File: src/rtl/crtc_init_sequencer.sv
// Programs the CRTC register file from a built-in mode table through the
// index/data register pair, arbitrating for the system bus between writes.
module crtc_init_sequencer #(
   parameter int STROBE_CYCLES = 2,
   parameter int NUM_REGS      = 16,
   parameter bit AUTO_START    = 1'b1
) (
   input  logic       clk,
   input  logic       reset,
   input  logic       start,
   input  logic       mode,
   output logic       bus_req,
   input  logic       bus_grant,
   output logic       crtc_select,
   output logic       crtc_rs,
   output logic [7:0] crtc_data,
   output logic       write_strobe,
   output logic       busy,
   output logic       done,
   output logic [2:0] state_dbg
);

   // Bus handshake: bus_req is held from acceptance until RELEASE. bus_grant
   // is only looked at in REQ and GAP, so a write already on the bus always
   // finishes; grant without an outstanding request is ignored.
   typedef enum logic [2:0] {
      IDLE    = 3'd0,
      REQ     = 3'd1,
      SETUP   = 3'd2,
      STROBE  = 3'd3,
      HOLD    = 3'd4,
      GAP     = 3'd5,
      RELEASE = 3'd6
   } state_t;

   localparam logic [3:0] STB_LAST = 4'(STROBE_CYCLES);
   localparam logic [4:0] LAST_IDX = 5'(NUM_REGS - 1);

   state_t     state;
   logic       auto_pend;
   logic       mode_q;
   logic [4:0] reg_idx;
   logic       phase;
   logic [3:0] strb_cnt;
   logic       last_write;
   logic [4:0] next_idx;

   function automatic logic [7:0] table_byte(input logic m, input logic [4:0] idx);
      logic [7:0] b;
      b = 8'h00;
      case (idx)
         5'd0:    b = 8'h31;
         5'd1:    b = 8'h28;
         5'd2:    b = 8'h29;
         5'd3:    b = 8'h0F;
         5'd4:    b = m ? 8'h20 : 8'h28;
         5'd5:    b = m ? 8'h03 : 8'h05;
         5'd6:    b = 8'h19;
         5'd7:    b = m ? 8'h1D : 8'h21;
         5'd9:    b = m ? 8'h09 : 8'h07;
         5'd12:   b = 8'h10;
         default: b = 8'h00;
      endcase
      return b;
   endfunction

   // phase 0 = index write, phase 1 = data write of the same register
   function automatic logic [7:0] write_byte(input logic ph, input logic [4:0] idx,
                                             input logic m);
      return ph ? table_byte(m, idx) : {3'b000, idx};
   endfunction

   always_comb begin
      last_write = phase && (reg_idx == LAST_IDX);
      next_idx   = phase ? reg_idx + 5'd1 : reg_idx;
   end

   assign state_dbg = state;

   always_ff @(posedge clk or posedge reset) begin
      if (reset) begin
         state        <= IDLE;
         auto_pend    <= AUTO_START;
         mode_q       <= 1'b0;
         reg_idx      <= 5'd0;
         phase        <= 1'b0;
         strb_cnt     <= 4'd0;
         bus_req      <= 1'b0;
         crtc_select  <= 1'b0;
         crtc_rs      <= 1'b0;
         crtc_data    <= 8'h00;
         write_strobe <= 1'b0;
         busy         <= 1'b0;
         done         <= 1'b0;
      end else begin
         auto_pend <= 1'b0;
         done      <= 1'b0;
         case (state)
            IDLE: begin
               if (start || auto_pend) begin
                  state   <= REQ;
                  mode_q  <= mode;
                  reg_idx <= 5'd0;
                  phase   <= 1'b0;
                  bus_req <= 1'b1;
                  busy    <= 1'b1;
               end
            end
            REQ: begin
               if (bus_grant) begin
                  state       <= SETUP;
                  crtc_select <= 1'b1;
                  crtc_rs     <= phase;
                  crtc_data   <= write_byte(phase, reg_idx, mode_q);
               end
            end
            SETUP: begin
               state        <= STROBE;
               write_strobe <= 1'b1;
               strb_cnt     <= 4'd1;
            end
            STROBE: begin
               if (strb_cnt == STB_LAST) begin
                  state        <= HOLD;
                  write_strobe <= 1'b0;
               end else begin
                  strb_cnt <= strb_cnt + 4'd1;
               end
            end
            HOLD: begin
               state       <= GAP;
               crtc_select <= 1'b0;
            end
            GAP: begin
               if (last_write) begin
                  state   <= RELEASE;
                  bus_req <= 1'b0;
                  busy    <= 1'b0;
                  done    <= 1'b1;
               end else begin
                  phase   <= !phase;
                  reg_idx <= next_idx;
                  if (bus_grant) begin
                     state       <= SETUP;
                     crtc_select <= 1'b1;
                     crtc_rs     <= !phase;
                     crtc_data   <= write_byte(!phase, next_idx, mode_q);
                  end else begin
                     state <= REQ;
                  end
               end
            end
            RELEASE: state <= IDLE;
            default: state <= IDLE;
         endcase
      end
   end

endmodule
File: config.mk
export PLATFORM = sky130hd
export DESIGN_NAME = crtc_init_sequencer
export DESIGN_NICKNAME = d
export VERILOG_FILES = /design/src/rtl/crtc_init_sequencer.sv
export SDC_FILE = /design/constraint.sdc
export NUM_CORES = 1
export LEC_CHECK = 0
export BUFFER_PORTS_ARGS = -buffer_cell sky130_fd_sc_hd__buf_2
export CAP_MARGIN = 20
export CORE_ASPECT_RATIO = 0.9
export CORE_UTILIZATION = 60
export CTS_CLUSTER_DIAMETER = 40
export CTS_CLUSTER_SIZE = 20
export DETAILED_ROUTE_END_ITERATION = 10
export PLACE_DENSITY = 0.81
export SYNTH_ARGS = -nofsm -noshare
export SYNTH_HDL_FRONTEND = slang
export SYNTH_SLANG_ARGS = --single-unit
File: constraint.sdc
create_clock -name clk -period 6.1 [get_ports clk]
set_clock_uncertainty 0.1 [all_clocks]
set_input_delay 1.22 -clock clk [delete_from_list [all_inputs] [get_ports clk]]
set_output_delay 1.22 -clock clk [all_outputs]
set_load 0.05 [all_outputs]
# Word level (Yosys, flattened, before mapping)
# Cells that the tools add are included.
# Widths: inputs -> output; s select.
[word_totals]
inputBits = 5
output_inout_bits = 17
elab_cells = 105
reg_bits = 28
[op_classes]
n_mux = 41
n_addsub = 2
n_eq_ne = 32
reduce_logical = 18
[op_table]
columns = ["operator", "n"]
rows = [
  ["$pmux 6 s10", 2],
  ["$eq 5x3->1 const B", 8],
  ["$mux 8", 5],
  ["$eq 5x4->1 const B", 5],
  ["$eq 5x2->1 const B", 4],
  ["$pmux 3 s6", 1],
  ["$pmux 8 s2", 1],
  ["$mux 3", 5],
  ["$mux 5", 3],
  ["$ne 2x2->1 const B", 7],
  ["$mux 1", 12],
  ["$mux 4", 3],
  ["$eq 5x1->1 const B", 2],
  ["$logic_not 5->1", 2],
  ["$pmux 5 s2", 1],
  ["$reduce_and 3->1", 3],
  ["$pmux 1 s2", 4],
  ["$pmux 4 s2", 1],
  ["$reduce_and 2->1", 4],
  ["$eq 3x2->1 const B", 2],
  ["$eq 3x3->1 const B", 2],
  ["$mux 6", 1],
  ["$reduce_bool 2->1", 3],
  ["$add 5x1->5 const B", 1],
  ["other kinds (11)", 11],
]

# Longest topological paths before layout
[depth]
depth_word = 8
ltp_mapped = 10
depth_no_buf = 9

# Least setup slack after synthesis
# Ideal clock, no wire load.
[synth_path]
path_type = "reg2reg"
start = "register reg_idx[0]"
end = "register crtc_data[3]"
setup_slack_ps = 3409
setup_ps = 121
arrival_time_ps = 2470
t_required_ps = 5879
path_stages_with_launch = 11
path_buffers = 1
period_less_slack_ps = 2691
path_cell_list = "dfrtp_1 > ha_1 > buf_4 > and3_1 > ha_1 > and3_2 > a31oi_2 > mux2i_1 > a222oi_1 > a2111oi_1 > o22a_1"
[synth_between]
elab_chain_cells = 8
word_cells_on_any_way = 34
classes_between = "add/sub (1); eq/ne (20); mux (9); reduce/logical (4)"
[synth_lines]
columns = ["item", "line_no", "source"]
rows = [
  ["start, declared", "42", "logic [4:0] reg_idx;"],
  ["start signal, assigned", "142", "reg_idx <= next_idx;"],
  ["$add 5x1->5", "75", "next_idx = phase ? reg_idx + 5'd1 : reg_idx;"],
  ["$mux 5", "75", ""],
  ["$eq 5x4->1 (tied with other cells)", "51", "case (idx)"],
  ["$pmux 6 s10", "51", ""],
  ["$mux 8", "70", "return ph ? table_byte(m, idx) : {3'b000, idx};"],
  ["$mux 8", "143", "if (bus_grant) begin"],
  ["$mux 8", "135", "if (last_write) begin"],
  ["$pmux 8 s2", "98", "case (state)"],
  ["end signal, assigned", "114", "crtc_data <= write_byte(phase, reg_idx, mode_q);"],
  ["end signal, assigned", "147", "crtc_data <= write_byte(!phase, next_idx, mode_q);"],
  ["end, declared", "16", "output logic [7:0] crtc_data,"],
]
# Parallel ways exist; a longest one is shown, timed or not. The select of a mux whose other input is x is not followed.
# A chain may end at the register's enable or synchronous reset.

# Worst setup path in the final report
[layout_path]
start = "register reg_idx[0]"
end = "register crtc_data[5]"
# The elaborated chain is that of the path after synthesis.

==> load_flow_metrics.sql <==
INSERT INTO impl_metrics (metric_group, metric, value, unit) VALUES
('floorplanning', 'die_area', '0.00387', 'sq mm'),
('logic_synthesis', 'synth-edff-count', '0', ''),
('critical_path', 'worstSetupStartpointType', 'flop', ''),
('power', 'power_dens_cells', '374', 'mW/mm^2'),
('drt', 'route.antenna.remaining_nets', '0', ''),
('floorplanning', 'die_height', '59.1', 'um'),
('place', 'place_hpwl', '3350', 'um'),
('grt', 'overflow', '0', ''),
('finish', 'drive_gt1_share', '16.7', '%'),
('finish', 'layout.cells.most_common', 'sky130_fd_sc_hd__dfrtp_1', ''),
('logic_synthesis', 'async_flop_share', '100', '%'),
('job', 'drv_cap', '0', ''),
('critical_path', 'critical_path.endpoint_type', 'flop', ''),
('critical_path', 'timing.critical_path.slowest_cell_delay', '0.66', 'ns'),
('timing', 'fin_crit_sh', '53.0', '%'),
('critical_path', 'critPathMaxFanout', '13', ''),
('critical_path', 'worstPathRequired', '6.12', 'ns'),
('timing', 'max_freq', '309', 'MHz'),
('critical_path', 'critical_path_class', 'flop to flop', ''),
('status', 'status', 'completed', ''),
('cts', 'clk_lat_worst_skew', '0.27', 'ns'),
('drt', 'route.detailed.wl_per_inst', '16.0', 'um'),
('critical_path', 'critPathMostFrequentCell', 'sky130_fd_sc_hd__ha_1', ''),
('logic_synthesis', 'synth.ff_latch_count', '26', ''),
('timing', 'fin_tns_setup', '0', 'ns'),
('drt', 'drc', '0', ''),
('floorplanning', 'placeableCoreArea', '0.00343', 'sq mm'),
('grt', 'initial_antenna_violation_count', '0', ''),
('drt', 'vias_per_cell', '6.32', ''),
('cts', 'ctsLongestPathBuffers', '2', ''),
('cts', 'cts_made_buffers', '3', ''),
('cts', 'post-cts-setup-buffer-count', '0', ''),
('grt', 'grt_pass1_wl', '7940', 'um'),
('place', 'globalplace.congestion', '0.984', ''),
('place', 'port_buffer_cells', '19', ''),
('drt', 'routed-via-count', '1872', ''),
('power', 'leakagePower', '0.905', 'nW'),
('drt', 'number_of_iterations_in_the_first_detailed_routing_pass', '5', ''),
('finish', 'mostFrequentLayoutCells', '25 x sky130_fd_sc_hd__dfrtp_1, 22 x sky130_fd_sc_hd__nand2_1, 22 x sky130_fd_sc_hd__o21ai_0, 21 x sky130_fd_sc_hd__nor2_1, 19 x sky130_fd_sc_hd__buf_2', ''),
('power', 'vdd_drop_max', '0.306', 'mV'),
('drt', 'drt-initial-drc-count', '131', ''),
('cts', 'cts_tree', 'built', ''),
('cts', 'htree_levels', '1', ''),
('worst_hold_path', 'hold_path.class', 'flop to flop', ''),
('logic_synthesis', 'post_synth.cell_area_avg', '8.80', 'sq um'),
('floorplanning', 'io_pins', '22', ''),
('logic_synthesis', 'synth_ff_type', 'sky130_fd_sc_hd__dfrtp_1', ''),
('floorplanning', 'num_rows', '20', ''),
('critical_path', 'critPathArrivalTime', '3.25', 'ns'),
('drt', 'routed_wl', '4730', 'um'),
('finish', 'layout.nets', '266', ''),
('cts', 'post_cts.resized_instances', '0', ''),
('timing', 'timing.final.hold_violations', '0', ''),
('timing', 'timing.final.setup_violations', '0', ''),
('floorplanning', 'floorplan.initialDensity', '63.4', '%'),
('finish', 'area_growth', '0.633', '%'),
('timing', 'worst_pin_slew', '0.878', 'ns'),
('critical_path', 'critical-path-slowest-cell', 'sky130_fd_sc_hd__dfrtp_1', ''),
('timing', 'timing_max_transition_violations_final', '0', ''),
('grt', 'grt_pass1_vias', '1620', ''),
('cts', 'clk_pin_slew', '0.08', 'ns'),
('logic_synthesis', 'synthDistinctLibCells', '66', ''),
('logic_synthesis', 'gate_count_of_the_mapped_netlist', '247', ''),
('logic_synthesis', 'synth_warnings', '0', ''),
('power', 'totalPowerFinal', '818', 'uW'),
('cts', 'cts_num_sinks', '26', ''),
('cts', 'cell_chosen_for_the_clock_root', 'sky130_fd_sc_hd__clkbuf_8', ''),
('finish', 'antenna_cells_inserted', '0', ''),
('timing', 'rsz_0062_raised_after_global_routing', 'false', ''),
('critical_path', 'worstPathCellList', 'ha_1 -> and3_1 -> ha_1 -> and3_2 -> a31oi_2 -> mux2i_1 -> a222oi_1 -> nand4bb_1 -> a31oi_1', ''),
('timing', 'slew_headroom', '41.4', '%'),
('grt', 'pin_count_of_the_biggest_net_entering_global_routing', '28', ''),
('cts', 'hold_buffers', '0', ''),
('floorplanning', 'die_width', '65.5', 'um'),
('grt', 'global_route.usage.total', '26.9', '%'),
('logic_synthesis', 'netlist_area_before_placement', '0.00217', 'sq mm'),
('logic_synthesis', 'synth.yosys.seq_area_share', '30.0', '%'),
('timing', 'final.min_clock_period', '3.24', 'ns');
[worst max-delay path: cells and delay by family, from the launching register on]
kind	cells	cell delay [ns]
flops	1	0.66
compound gates	3	0.80
mux	1	0.16
simple gates	3	0.63
fa+ha+maj	2	0.73
[synth_stat cells (3+ instances only)]
cell,number,area [sq um]
sky130_fd_sc_hd__dfrtp_1,25,626
sky130_fd_sc_hd__nand2_1,22,82.6
sky130_fd_sc_hd__o21ai_0,22,110
sky130_fd_sc_hd__nor2_1,21,78.8
sky130_fd_sc_hd__a21oi_1,14,70.1
sky130_fd_sc_hd__inv_1,11,41.3
sky130_fd_sc_hd__ha_1,8,100
sky130_fd_sc_hd__buf_6,6,67.6
sky130_fd_sc_hd__nand2b_1,6,37.5
sky130_fd_sc_hd__nand3_1,6,30.0
sky130_fd_sc_hd__nor3_1,6,30.0
sky130_fd_sc_hd__a31oi_1,5,31.3
sky130_fd_sc_hd__clkbuf_8,5,68.8
sky130_fd_sc_hd__mux2i_1,5,50.1
sky130_fd_sc_hd__nor2b_1,5,31.3
sky130_fd_sc_hd__o22ai_1,5,31.3
sky130_fd_sc_hd__a22oi_1,4,30.0
sky130_fd_sc_hd__buf_4,4,30.0
sky130_fd_sc_hd__mux2_2,3,33.8
sky130_fd_sc_hd__o211ai_1,3,22.5
sky130_fd_sc_hd__xnor2_1,3,26.3
[flip-flops by register name (all words and copies together), names as in the netlist]
register and flops:
crtc_data 6, reg_idx 5, strb_cnt 4, state_dbg 3, auto_pend 1, busy 1, crtc_rs 1, crtc_select 1
done 1, mode_q 1, phase 1, write_strobe 1
[area by class of cell]
cell class	count	area, sq um
repair buffers	20	110
flip-flops and latches	26	652
inverters	12	45.0
clock buffers	4	45.0
fillers	286	1240
multi-input cells	190	1280
well taps	44	55.1
[final timing paths]
kind / startpoint / to / slack [ns] / cells after the start
setup / recovery: reg_idx[0]$_DFFE_PP0P_ / crtc_data[5]$_DFFE_PP0P_ / 2.86 / 9
hold / removal: crtc_select$_DFFE_PP0P_ / crtc_select$_DFFE_PP0P_ / 0.39 / 1
setup reg to reg: reg_idx[0]$_DFFE_PP0P_ / crtc_data[5]$_DFFE_PP0P_ / 2.86 / 9
hold reg to reg: crtc_select$_DFFE_PP0P_ / crtc_select$_DFFE_PP0P_ / 0.39 / 1
max in group asynchronous: reset / phase$_DFFE_PP0P_ / 4.60 / 3
min in group asynchronous: reset / crtc_rs$_DFFE_PP0P_ / 0.85 / 2
[where the power goes]
part	switching, mW	internal (mW)	total (mW)
clock	0.0516	0.0468	0.0983
combinational	0.284	0.132	0.416
sequential	0.0814	0.223	0.304
total	0.417	0.401	0.818
[metal layers]
layer | up-vias | track usage, % | part of all wire (%)
met5 | - | 0 | 0
met4 | 0 | 8.70 | 1.6
met3 | 15 | 3.08 | 7.8
met2 | 89 | 38.0 | 43
met1 | 868 | 42.5 | 48
li1 | 900 | - | -
[kinds of logic after synthesis]
logic type,share of synthesized area (%)
compound gates,24.7
xor+xnor,4.78
buf+inv,11.4
simple gates,20.4
mux,3.85
flops,30.0
fa+ha+maj,4.60
other cells,0.172
[stage by stage]
step                      std cells  worst slack, ns  hold slack [ns]  cell area, sq um  utilization, %
after floorplan                 249             3.41            0.379              2180               -
after global placement          291             3.08            0.374              2130            62.1
after detailed placement        291             2.93            0.377              2130            62.1
after CTS                       295             2.90            0.402              2170            63.4
after global routing            296             2.59            0.436              2190            63.8
final                           296             2.86            0.393              2190            63.8
(Power assumes the default switching activity.)
